<file path="src/rtl/nonrestoring_divider_seq.sv">
// Sequential unsigned non-restoring divider: one quotient bit per clock plus one
// remainder-correction cycle, with start/busy/done handshake and divide-by-zero flag.
module nonrestoring_divider_seq #(
  parameter int WIDTH = 8
) (
  input  logic             clk,
  input  logic             rst,
  input  logic             start,
  input  logic [WIDTH-1:0] dividend,
  input  logic [WIDTH-1:0] divisor,
  output logic             busy,
  output logic             done,
  output logic [WIDTH-1:0] quotient,
  output logic [WIDTH-1:0] remainder,
  output logic             div_by_zero
);

  localparam int CNT_W = $clog2(WIDTH + 1);

  typedef enum logic [1:0] {
    IDLE = 2'd0,
    RUN  = 2'd1,
    FIX  = 2'd2,
    DONE = 2'd3
  } state_t;

  state_t             state_q, state_d;
  logic [WIDTH:0]     a_q, a_d;
  logic [WIDTH-1:0]   q_q, q_d;
  logic [WIDTH-1:0]   m_q, m_d;
  logic [CNT_W-1:0]   cnt_q, cnt_d;
  logic [WIDTH-1:0]   quotient_q, quotient_d;
  logic [WIDTH-1:0]   remainder_q, remainder_d;
  logic               dbz_q, dbz_d;
  logic               busy_q, busy_d;
  logic               done_q, done_d;

  logic [WIDTH:0]     a_shift;
  logic [WIDTH:0]     a_step;
  logic [WIDTH:0]     a_fix;
  logic [WIDTH:0]     m_ext;

  always_comb begin
    state_d     = state_q;
    a_d         = a_q;
    q_d         = q_q;
    m_d         = m_q;
    cnt_d       = cnt_q;
    quotient_d  = quotient_q;
    remainder_d = remainder_q;
    dbz_d       = dbz_q;
    m_ext       = {1'b0, m_q};
    a_shift     = {a_q[WIDTH-1:0], q_q[WIDTH-1]};
    a_step      = a_q[WIDTH] ? (a_shift + m_ext) : (a_shift - m_ext);
    a_fix       = a_q[WIDTH] ? (a_q + m_ext) : a_q;

    case (state_q)
      IDLE, DONE: begin
        if (start) begin
          a_d   = '0;
          q_d   = dividend;
          m_d   = divisor;
          dbz_d = 1'b0;
          if (divisor == '0) begin
            quotient_d  = '1;
            remainder_d = dividend;
            dbz_d       = 1'b1;
            state_d     = DONE;
          end else begin
            cnt_d   = CNT_W'(WIDTH);
            state_d = RUN;
          end
        end else if (state_q == DONE) begin
          state_d = IDLE;
        end
      end
      // The sign of the new partial remainder decides both the next
      // operation and the quotient bit shifted in.
      RUN: begin
        a_d   = a_step;
        q_d   = {q_q[WIDTH-2:0], ~a_step[WIDTH]};
        cnt_d = cnt_q - CNT_W'(1);
        if (cnt_q == CNT_W'(1)) begin
          state_d = FIX;
        end
      end
      FIX: begin
        a_d         = a_fix;
        quotient_d  = q_q;
        remainder_d = a_fix[WIDTH-1:0];
        state_d     = DONE;
      end
      default: state_d = IDLE;
    endcase

    busy_d = (state_d == RUN) || (state_d == FIX);
    done_d = (state_d == DONE);
  end

  always_ff @(posedge clk or posedge rst) begin
    if (rst) begin
      state_q     <= IDLE;
      a_q         <= '0;
      q_q         <= '0;
      m_q         <= '0;
      cnt_q       <= '0;
      quotient_q  <= '0;
      remainder_q <= '0;
      dbz_q       <= 1'b0;
      busy_q      <= 1'b0;
      done_q      <= 1'b0;
    end else begin
      state_q     <= state_d;
      a_q         <= a_d;
      q_q         <= q_d;
      m_q         <= m_d;
      cnt_q       <= cnt_d;
      quotient_q  <= quotient_d;
      remainder_q <= remainder_d;
      dbz_q       <= dbz_d;
      busy_q      <= busy_d;
      done_q      <= done_d;
    end
  end

  assign busy        = busy_q;
  assign done        = done_q;
  assign quotient    = quotient_q;
  assign remainder   = remainder_q;
  assign div_by_zero = dbz_q;

endmodule

</file>
<file path="config.mk">
export PLATFORM = sky130hd
export DESIGN_NAME = nonrestoring_divider_seq
export DESIGN_NICKNAME = d
export VERILOG_FILES = /design/src/rtl/nonrestoring_divider_seq.sv
export SDC_FILE = /design/constraint.sdc
export NUM_CORES = 1
export LEC_CHECK = 0
export BUFFER_PORTS_ARGS = -buffer_cell sky130_fd_sc_hd__buf_2
export CAP_MARGIN = 20
export CORE_UTILIZATION = 38
export DETAILED_ROUTE_END_ITERATION = 7
export GPL_ROUTABILITY_DRIVEN = 0
export PLACE_DENSITY = 0.66
export SLEW_MARGIN = 5
export SYNTH_ARGS = -nofsm -noshare
export SYNTH_HDL_FRONTEND = slang
export SYNTH_SLANG_ARGS = --single-unit
</file>
<file path="constraint.sdc">
create_clock -name clk -period 4.7 [get_ports clk]
set_clock_uncertainty 0.2 [all_clocks]
set_input_delay 0.47 -clock clk [delete_from_list [all_inputs] [get_ports clk]]
set_output_delay 0.47 -clock clk [all_outputs]
set_load 0.02 [all_outputs]
</file>
==> flow_summary.toml, run 1 <==
[clocking]
postCtsHoldBufs = 0
tritoncts = "yes"
cts_resized = 0
cts-root-buf = "clkbuf_8"
clk_pin_slew_ns = 0.09
cts_buffers = 5
cts_setup_buffers = 0
clock-sinks = 50
insertion_delay_ns = 0.31
h-tree-depth = 2
ctsLongestPathBuffers = 2

[setup_path]
startpoint_type = "register"
cp-end-kind = "register"
worstPathMaxFanout = 27
r2r_start = "a_q[8]$_DFFE_PP0P_"
r2r_slack_ns = 1.84
r2r-end = "a_q[7]$_DFFE_PP0P_"
critPathKind = "register to register"
required_ns = 4.69
arrival_ns = 2.85
r2r_cells = 7

[global_route]
grt_pass1_vias = 2752
grt.overflow.total = 0
grt_pass1_wl_um = 13500
grt_max_degree = 51
antenna_found_initial = 0
grt_use_total = 0.190

[synthesis]
yosysTopAreaCellShare = 0.369
seq_area_frac_synth = 0.369
synth_compound_area_frac = 0.213
synth-simple-area-share = 0.187
synth_area_per_cell_um2 = 8.94
synthCells = 379
synth_ff_type = "dfrtp_1"
synth_edf_count = 0
synthTopCellsByArea = "dfrtp_1 (37%), ha_1 (8.1%), nand2_1 (5.9%), o21ai_0 (3.7%), mux2i_1 (3.5%)"
synth_nets = 422
synthMuxAreaShare = 0.0454
synth_area_leader_cell = "dfrtp_1"
syn_area_um2 = 3390
ys_warn_count = 0
synth.most_common_cell = "nand2_1"
synth_top_family_by_area = "compound AO/OA/AOI/OAI gates"
yosysUniqueCellTypes = 62
ys_ff_latch = 50
synthAdderAreaFrac = 0.0931
synth_commonest_cells = "nand2_1 (53), dfrtp_1 (50), inv_1 (30)"
async_flop_share = 1.00
synth-xor-area-share = 0.0310

[route]
firstDrtPassIters = 5
vias_per_cell = 5.35
drt_iter0_markers = 138
num_vias = 2784
totalWireLength_um = 7980
ant_nets = 0
wl_per_cell_um = 15.3
drc_errors = 0

[timing]
hold_violations = 0
rsz0062_at_grt = "no"
maxSlewViolCount = 0
fmax_ghz = 0.349
tns_ns = 0
setup_viol_count_final = 0
finalCritPeriodShare = 0.609
worst_slew_pin_slew_ns = 0.828
relSlewSlack = 0.446
min_period_ns = 2.86

[die]
dieArea_um2 = 9290
initial_utilization = 0.390
fp.dieH_um = 96.4
core_um2 = 8680
die_x_um = 96.4
core.rowCount = 34
pin_count = 38

[run_status]
status = "finished clean"

[layout]
final_nets = 454
antenna_cells = 0
final_layout_size_suffix_gt1_frac = 0.160
synthToLayoutAreaGrowth_pct = 11.1
n_fill_cell = 890
final_util = 0.434

[hold_path]
min_path_type = "input port to register"
min_to = "m_q[4]$_DFFE_PP0P_"
hp-start = "divisor[4]"
min_delay_path_depth = 3

[pwr]
ir_worst_vdd_v = 0.000300
p_per_area_nw_per_um2 = 847
leakagePower_nw = 1.69
finalPower_mw = 3.19

[flow_run]
cap_violations = 0

[place]
io_buffers = 37
hpwlAfterDp_um = 6090
power by group:
group / leakage [nW] / switching, mW / internal, mW / total (mW)
clock: 0.0585 / 0.151 / 0.160 / 0.311
sequential: 0.598 / 0.202 / 0.630 / 0.832
combinational: 1.04 / 1.20 / 0.848 / 2.04
total: 1.69 / 1.55 / 1.64 / 3.19
layout make-up:
type                       instances  area (um^2)  share of cell area
multi-input combinational        284         1930               0.512
sequential                        50         1250               0.333
timing repair buffer              40          223              0.0592
tap                              108          135              0.0359
inverter                          30          113              0.0299
clock buffer                       5         68.8              0.0183
clock inverter                     3         43.8              0.0116
through the flow:
stage	instance area [um^2]	hold slack (ns)	worst slack, ns	instances
final	3760	0.198	1.84	520
after global routing	3760	0.219	1.67	520
after CTS	3730	0.202	1.88	518
after detailed placement	3620	0.266	1.88	510
after global placement	3620	0.261	1.92	510
after floorplan	3390	0.271	2.08	379
worst max-delay path: stages, from the launching register on:
cell      delay [ns]
dfrtp_1         0.88
mux2_2          0.43
ha_1            0.28
a21o_1          0.16
a22oi_1         0.09
a211oi_1        0.37
mux2i_1         0.23
o211ai_1        0.10
routing by layer:
layer	share of wire	track usage	vias to the layer above
li1	-	-	1403
met3	0.042	0.0329	14
met4	0.023	0.0833	0
met1	0.46	0.255	1309
met5	0	0	-
met2	0.47	0.302	58
flip-flops by register name, indices dropped and copies added, names as in the netlist:
name         count
q_q              8
div_by_zero      1
quotient         8
busy             1
state_q          2
done             1
remainder        8
cnt_q            4
m_q              8
a_q              9
how the worst max path moves through the flow:
| stage | start | endpoint | cells past startpoint |
|---|---|---|---|
| after floorplan | a_q[8]$_DFFE_PP0P_ | a_q[7]$_DFFE_PP0P_ | 11 |
| after global placement | a_q[8]$_DFFE_PP0P_ | q_q[0]$_DFFE_PP0P_ | 8 |
| after detailed placement | a_q[8]$_DFFE_PP0P_ | a_q[7]$_DFFE_PP0P_ | 8 |
| after CTS | a_q[8]$_DFFE_PP0P_ | q_q[0]$_DFFE_PP0P_ | 8 |
| after global routing | a_q[8]$_DFFE_PP0P_ | a_q[5]$_DFFE_PP0P_ | 8 |
| final | a_q[8]$_DFFE_PP0P_ | a_q[7]$_DFFE_PP0P_ | 7 |
placed cells by master, fill, tap and decap left out, drive strengths merged, types with 2 or more instances in the layout:
cell,netlist,final
clkbuf,7,5
inv,30,31
xor2,6,6
a211oi,5,5
nor3b,4,4
o211ai,2,2
nand3,3,3
o31a,2,2
a21bo,2,2
xnor2,6,6
o21ai,30,30
o21bai,2,2
nand2,54,54
a221oi,3,3
nor2,30,30
mux2,3,3
a21o,6,6
and3,2,2
nor2b,6,6
dfrtp,50,50
a31oi,15,15
nor3,10,10
nand2b,4,4
buf,8,39
ha,22,22
o22ai,2,2
fa,2,2
mux2i,12,12
nor4,4,4
and2,3,3
a21oi,22,22
o21a,2,2
o31ai,3,3
a41oi,2,2
kinds of logic after synthesis:
logic type	count (synthesis)
simple gates	126
compound gates	107
flops	50
buf+inv	45
fa+ha+maj	24
mux	15
xor+xnor	12
Note: power is estimated with default switching activity, not from simulation.
==> run 2: changes to the inputs <==
- PLACE_DENSITY: 0.66 -> 0.68
- clock period: 4.7 -> 2.3 ns (I/O delays scaled with it)
==> run 2 against run 1 <==
The run now ends with design-rule violations, negative setup slack left. Largest power group unchanged. First-iteration DRC count up 25%. Final cell count grew 12%. Utilization rose by 8.4 points. Via count increased by 12%. Wire length grew 16%. Sequential share of layout area fell by 5.3 points. Sequential power grew 95%. Highest routed layer unchanged. Setup slack got worse by 2.0 ns. Count of clock-buffer cells in the layout unchanged. Non-clock buffer count grew 62. Total power rose to 2.6 times the previous value. Global-route usage up 1.8 points.
==> flow_summary.toml, run 2 (synthesis gave the netlist of run 1 again) <==
[hold_path]
min_path_type = "input port to register"
min_to = "remainder[5]$_DFFE_PP0P_"
min_delay_path_depth = 3
hp-start = "dividend[5]"

[die]
dieArea_um2 = 9290
core.rowCount = 34
pin_count = 38
fp.dieH_um = 96.4
initial_utilization = 0.390
die_x_um = 96.4
core_um2 = 8680

[timing]
setup_viol_count_final = 7
min_period_ns = 2.44
setup_ws_ns = -0.144
fmax_ghz = 0.409
hold_violations = 0
finalCritPeriodShare = 1.06
relSlewSlack = 0.588
hold-worst-slack_ns = 0.0274
tns_ns = -0.716
maxSlewViolCount = 0
worst_slew_pin_slew_ns = 0.616
rsz0062_at_grt = "yes"

[place]
hpwlAfterDp_um = 7120
dp_cells = 559
placed_cell_area_um2 = 4070
io_buffers = 37

[global_route]
grt_pass1_vias = 3087
grt_use_total = 0.209
grt.overflow.total = 0
antenna_found_initial = 0
grt_max_degree = 29
grt_pass1_wl_um = 14800

[route]
vias_per_cell = 5.35
drt_iter0_markers = 172
totalWireLength_um = 9270
wl_per_cell_um = 15.9
ant_nets = 0
num_vias = 3113
drc_errors = 1
firstDrtPassIters = 6

[setup_path]
cp-end-kind = "register"
required_ns = 2.31
critPathKind = "register to register"
r2r-end = "q_q[0]$_DFFE_PP0P_"
r2r_cells = 10
r2r_slack_ns = -0.14
arrival_ns = 2.45
startpoint_type = "register"
r2r_start = "m_q[0]$_DFFE_PP0P_"
worstPathMaxFanout = 4

[layout]
antenna_cells = 0
final_layout_size_suffix_gt1_frac = 0.331
final_util = 0.518
final_nets = 516
fin_cells = 582
top_register = "a_q"
largest_reg_flops = 9
synthToLayoutAreaGrowth_pct = 32.7
final_common_cell = "buf_4"
final_cell_mix = "buf_4 (54), nand2_1 (53), dfrtp_1 (47)"
design_area_um2 = 4490

[pwr]
p_per_area_nw_per_um2 = 1860
ir_worst_vdd_v = 0.000719
leakagePower_nw = 2.04

[clocking]
ctsLongestPathBuffers = 2
tritoncts = "yes"
h-tree-depth = 2
insertion_delay_ns = 0.30
clk_pin_slew_ns = 0.10
clock-sinks = 50
cts-root-buf = "clkbuf_8"
cts_buffers = 5

[flow_run]
cap_violations = 0

[run_status]
status = "finished with violations"
violations = "design-rule violations, negative setup slack"
==> run 2: through the flow <==
step	setup WS (ns)	power, mW
6_report	-0.144	8.34
5_1_grt	-0.268	9.05
4_1_cts	-0.142	7.99
3_5_place_dp	-0.184	6.95
3_3_place_gp	-0.115	6.76
2_1_floorplan	-0.111	5.25
==> run 2: what timing repair did <==
action / 4_1_cts / 5_1_grt
buffers inserted: 5 / 1
gates resized for setup: 18 / 15
endpoints found under the setup margin: 11 / 17
hold endpoints to repair: 34 / 0
pin swaps: 16 / 13
hold buffers: 9 / 0
==> run 2: final cells by class <==
| type | instances | area, um^2 |
|---|---|---|
| clock inverters | 3 | 68.8 |
| clock buffers | 5 | 68.8 |
| fillers | 785 | 4190 |
| multi-input cells | 284 | 2140 |
| well taps | 108 | 135 |
| inverters | 30 | 113 |
| repair buffers | 102 | 712 |
| flip-flops and latches | 50 | 1250 |
==> run 2: critical path, stage by stage, from the launching register on <==
cell,delay (ns)
dfrtp_2,0.45
inv_2,0.09
ha_4,0.20
mux2_4,0.29
inv_1,0.08
fa_2,0.23
nor2b_4,0.06
o31ai_4,0.28
a2bb2oi_2,0.12
xnor2_2,0.16
a21bo_2,0.20
==> run 2: power by group <==
part           internal (mW)  switching [mW]  total [mW]  leakage [nW]
clock                  0.436           0.312       0.748        0.0683
combinational           2.83            3.15        5.98          1.38
sequential              1.29           0.322        1.62         0.594
total                   4.56            3.78        8.34          2.04
==> run 2: layer usage <==
metal | part of all wire | up-vias | global-route usage | routed length (um)
li1 | - | 1521 | - | -
met4 | 0.018 | 0 | 0.0674 | 171
met1 | 0.44 | 1501 | 0.269 | 4050
met3 | 0.047 | 13 | 0.0329 | 435
met5 | 0 | - | 0 | 0
met2 | 0.50 | 78 | 0.358 | 4620
==> run 2: worst max-delay path by stage <==
stage / start / depth (start not counted) / endpoint / slack, ns
after floorplan: a_q[8]$_DFFE_PP0P_ / 11 / q_q[0]$_DFFE_PP0P_ / -0.11
final: m_q[0]$_DFFE_PP0P_ / 10 / q_q[0]$_DFFE_PP0P_ / -0.14
after global routing: m_q[0]$_DFFE_PP0P_ / 8 / a_q[5]$_DFFE_PP0P_ / -0.27
after global placement: m_q[0]$_DFFE_PP0P_ / 10 / q_q[0]$_DFFE_PP0P_ / -0.12
after detailed placement: m_q[0]$_DFFE_PP0P_ / 10 / q_q[0]$_DFFE_PP0P_ / -0.18
after CTS: m_q[0]$_DFFE_PP0P_ / 9 / a_q[7]$_DFFE_PP0P_ / -0.14
==> run 3: changes to the inputs <==
- CORE_MARGIN: unset -> 5
==> run 3 against run 2 <==
The run ends with negative setup slack left. Via count decreased by 1.2%. Count of clock-buffer cells in the layout unchanged. Wire length increased by 1.3%. Setup slack got worse by 0.038 ns. Fmax decreased by 1.5%. Largest power group unchanged. Highest routed layer unchanged.
==> flow_summary.toml, run 3 (synthesis gave the netlist of run 1 again) <==
[clocking]
cts-root-buf = "clkbuf_8"
tritoncts = "yes"
insertion_delay_ns = 0.32
ctsLongestPathBuffers = 2
h-tree-depth = 2
cts_buffers = 5
clk_pin_slew_ns = 0.11
clock-sinks = 50

[timing]
tns_ns = -0.775
hold_violations = 0
maxSlewViolCount = 0
rsz0062_at_grt = "yes"
setup_viol_count_final = 7
fmax_ghz = 0.403
hold-worst-slack_ns = 0.00543
finalCritPeriodShare = 1.08
relSlewSlack = 0.616
setup_ws_ns = -0.183
min_period_ns = 2.48
worst_slew_pin_slew_ns = 0.575

[route]
wl_per_cell_um = 16.2
totalWireLength_um = 9400
drt_iter0_markers = 202
vias_per_cell = 5.31
drc_errors = 0
ant_nets = 0
num_vias = 3077
firstDrtPassIters = 4

[setup_path]
r2r_slack_ns = -0.18
r2r_start = "m_q[0]$_DFFE_PP0P_"
startpoint_type = "register"
arrival_ns = 2.50
required_ns = 2.32
worstPathMaxFanout = 4
cp-end-kind = "register"
critical_path_buf_inv_count = 2
r2r-end = "q_q[0]$_DFFE_PP0P_"
critPathKind = "register to register"
slowest_stage = "dfrtp_2"
path_cells = "inv_2 -> ha_4 -> mux2_4 -> inv_1 -> fa_2 -> nor2b_4 -> o31ai_4 -> a2bb2oi_2 -> xnor2_1 -> a21bo_2"
r2r_cells = 10
max_stage_delay_ns = 0.45
crit_family = "compound AO/OA/AOI/OAI gates"

[flow_run]
cap_violations = 0

[die]
dieArea_um2 = 10900
core_um2 = 8720
initial_utilization = 0.388
core.rowCount = 34
pin_count = 38
die_x_um = 104
fp.dieH_um = 104

[layout]
antenna_cells = 0
final_common_cell = "nand2_1"
fin_cells = 580
final_cell_mix = "nand2_1 (53), buf_4 (49), dfrtp_1 (45)"
synthToLayoutAreaGrowth_pct = 33.4
top_register = "a_q"
largest_reg_flops = 9
final_nets = 514
multi_input_area_um2 = 2200
regArea_um2 = 1260
final_layout_size_suffix_gt1_frac = 0.343
n_fill_cell = 779
final_util = 0.518

[global_route]
grt_use_total = 0.164
grt_max_degree = 28
antenna_found_initial = 0
grt.overflow.total = 0
grt_pass1_vias = 3009
grt_pass1_wl_um = 14800

[pwr]
p_per_area_nw_per_um2 = 1830
leakagePower_nw = 2.00
ir_worst_vdd_v = 0.000700

[run_status]
status = "finished with violations"
violations = "negative setup slack"

[place]
dp_cells = 558
io_buffers = 37
hpwlAfterDp_um = 6990
pre_cts_slack_ns = -0.207

[hold_path]
hp-start = "dividend[3]"
min_delay_path_depth = 3
min_to = "q_q[3]$_DFFE_PP0P_"
min_path_type = "input port to register"
-- run 3: cell types whose count changed in the layout (fill, tap and decap cells not counted), moves of 3 or more --
cell     delta
ha_1        -3
xnor2_2     -3
xnor2_1     +3
buf_4       -5
-- run 3: how the worst max path moves through the flow --
stage,from,to,depth (start not counted)
finish,m_q[0]$_DFFE_PP0P_,q_q[0]$_DFFE_PP0P_,10
global route,m_q[1]$_DFFE_PP0P_,q_q[0]$_DFFE_PP0P_,10
CTS,m_q[0]$_DFFE_PP0P_,a_q[7]$_DFFE_PP0P_,9
detailed placement,m_q[0]$_DFFE_PP0P_,a_q[6]$_DFFE_PP0P_,10
global placement,a_q[8]$_DFFE_PP0P_,q_q[0]$_DFFE_PP0P_,9
floorplan,a_q[8]$_DFFE_PP0P_,q_q[0]$_DFFE_PP0P_,11
-- run 3: timing repair --
item,CTS,global route
setup endpoints to repair,9,11
hold buffers,9,0
resized for setup,13,30
hold endpoints to repair,31,0
pin swaps,10,21
setup buffers,0,6
-- run 3: power breakdown --
group          internal (mW)  total (mW)  leakage [nW]  switching [mW]
Combinational           2.91        6.08          1.36            3.16
Clock                  0.225       0.564        0.0491           0.339
Sequential              1.30        1.63         0.592           0.336
-- run 3: metrics by stage --
| step | instance area, um^2 | power, mW |
|---|---|---|
| 6_report | 4520 | 8.27 |
| 4_1_cts | 4320 | 7.64 |
| 3_3_place_gp | 4080 | 6.78 |
| 5_1_grt | 4520 | 8.90 |
| 2_1_floorplan | 3480 | 5.25 |
| 3_5_place_dp | 4080 | 6.94 |
-- run 3: cell type report --
cell class                 instances  share of cell area
timing repair buffer             100               0.159
multi-input combinational        284               0.487
tap                              108              0.0299
sequential                        50               0.278
inverter                          30              0.0249
clock buffer                       5              0.0152
clock inverter                     3             0.00582
-- run 3: routing by layer --
metal | routed length (um) | track usage | up-vias
met1 | 4270 | 0.221 | 1444
met5 | 0 | 0 | -
li1 | - | - | 1515
met3 | 463 | 0.0267 | 13
met2 | 4530 | 0.278 | 105
met4 | 134 | 0.0315 | 0
-- run 3: worst register-to-register path: stages (launching register included) --
cell       delay (ns)
dfrtp_2          0.45
inv_2            0.09
ha_4             0.19
mux2_4           0.29
inv_1            0.10
fa_2             0.25
nor2b_4          0.06
o31ai_4          0.32
a2bb2oi_2        0.10
xnor2_1          0.15
a21bo_2          0.20
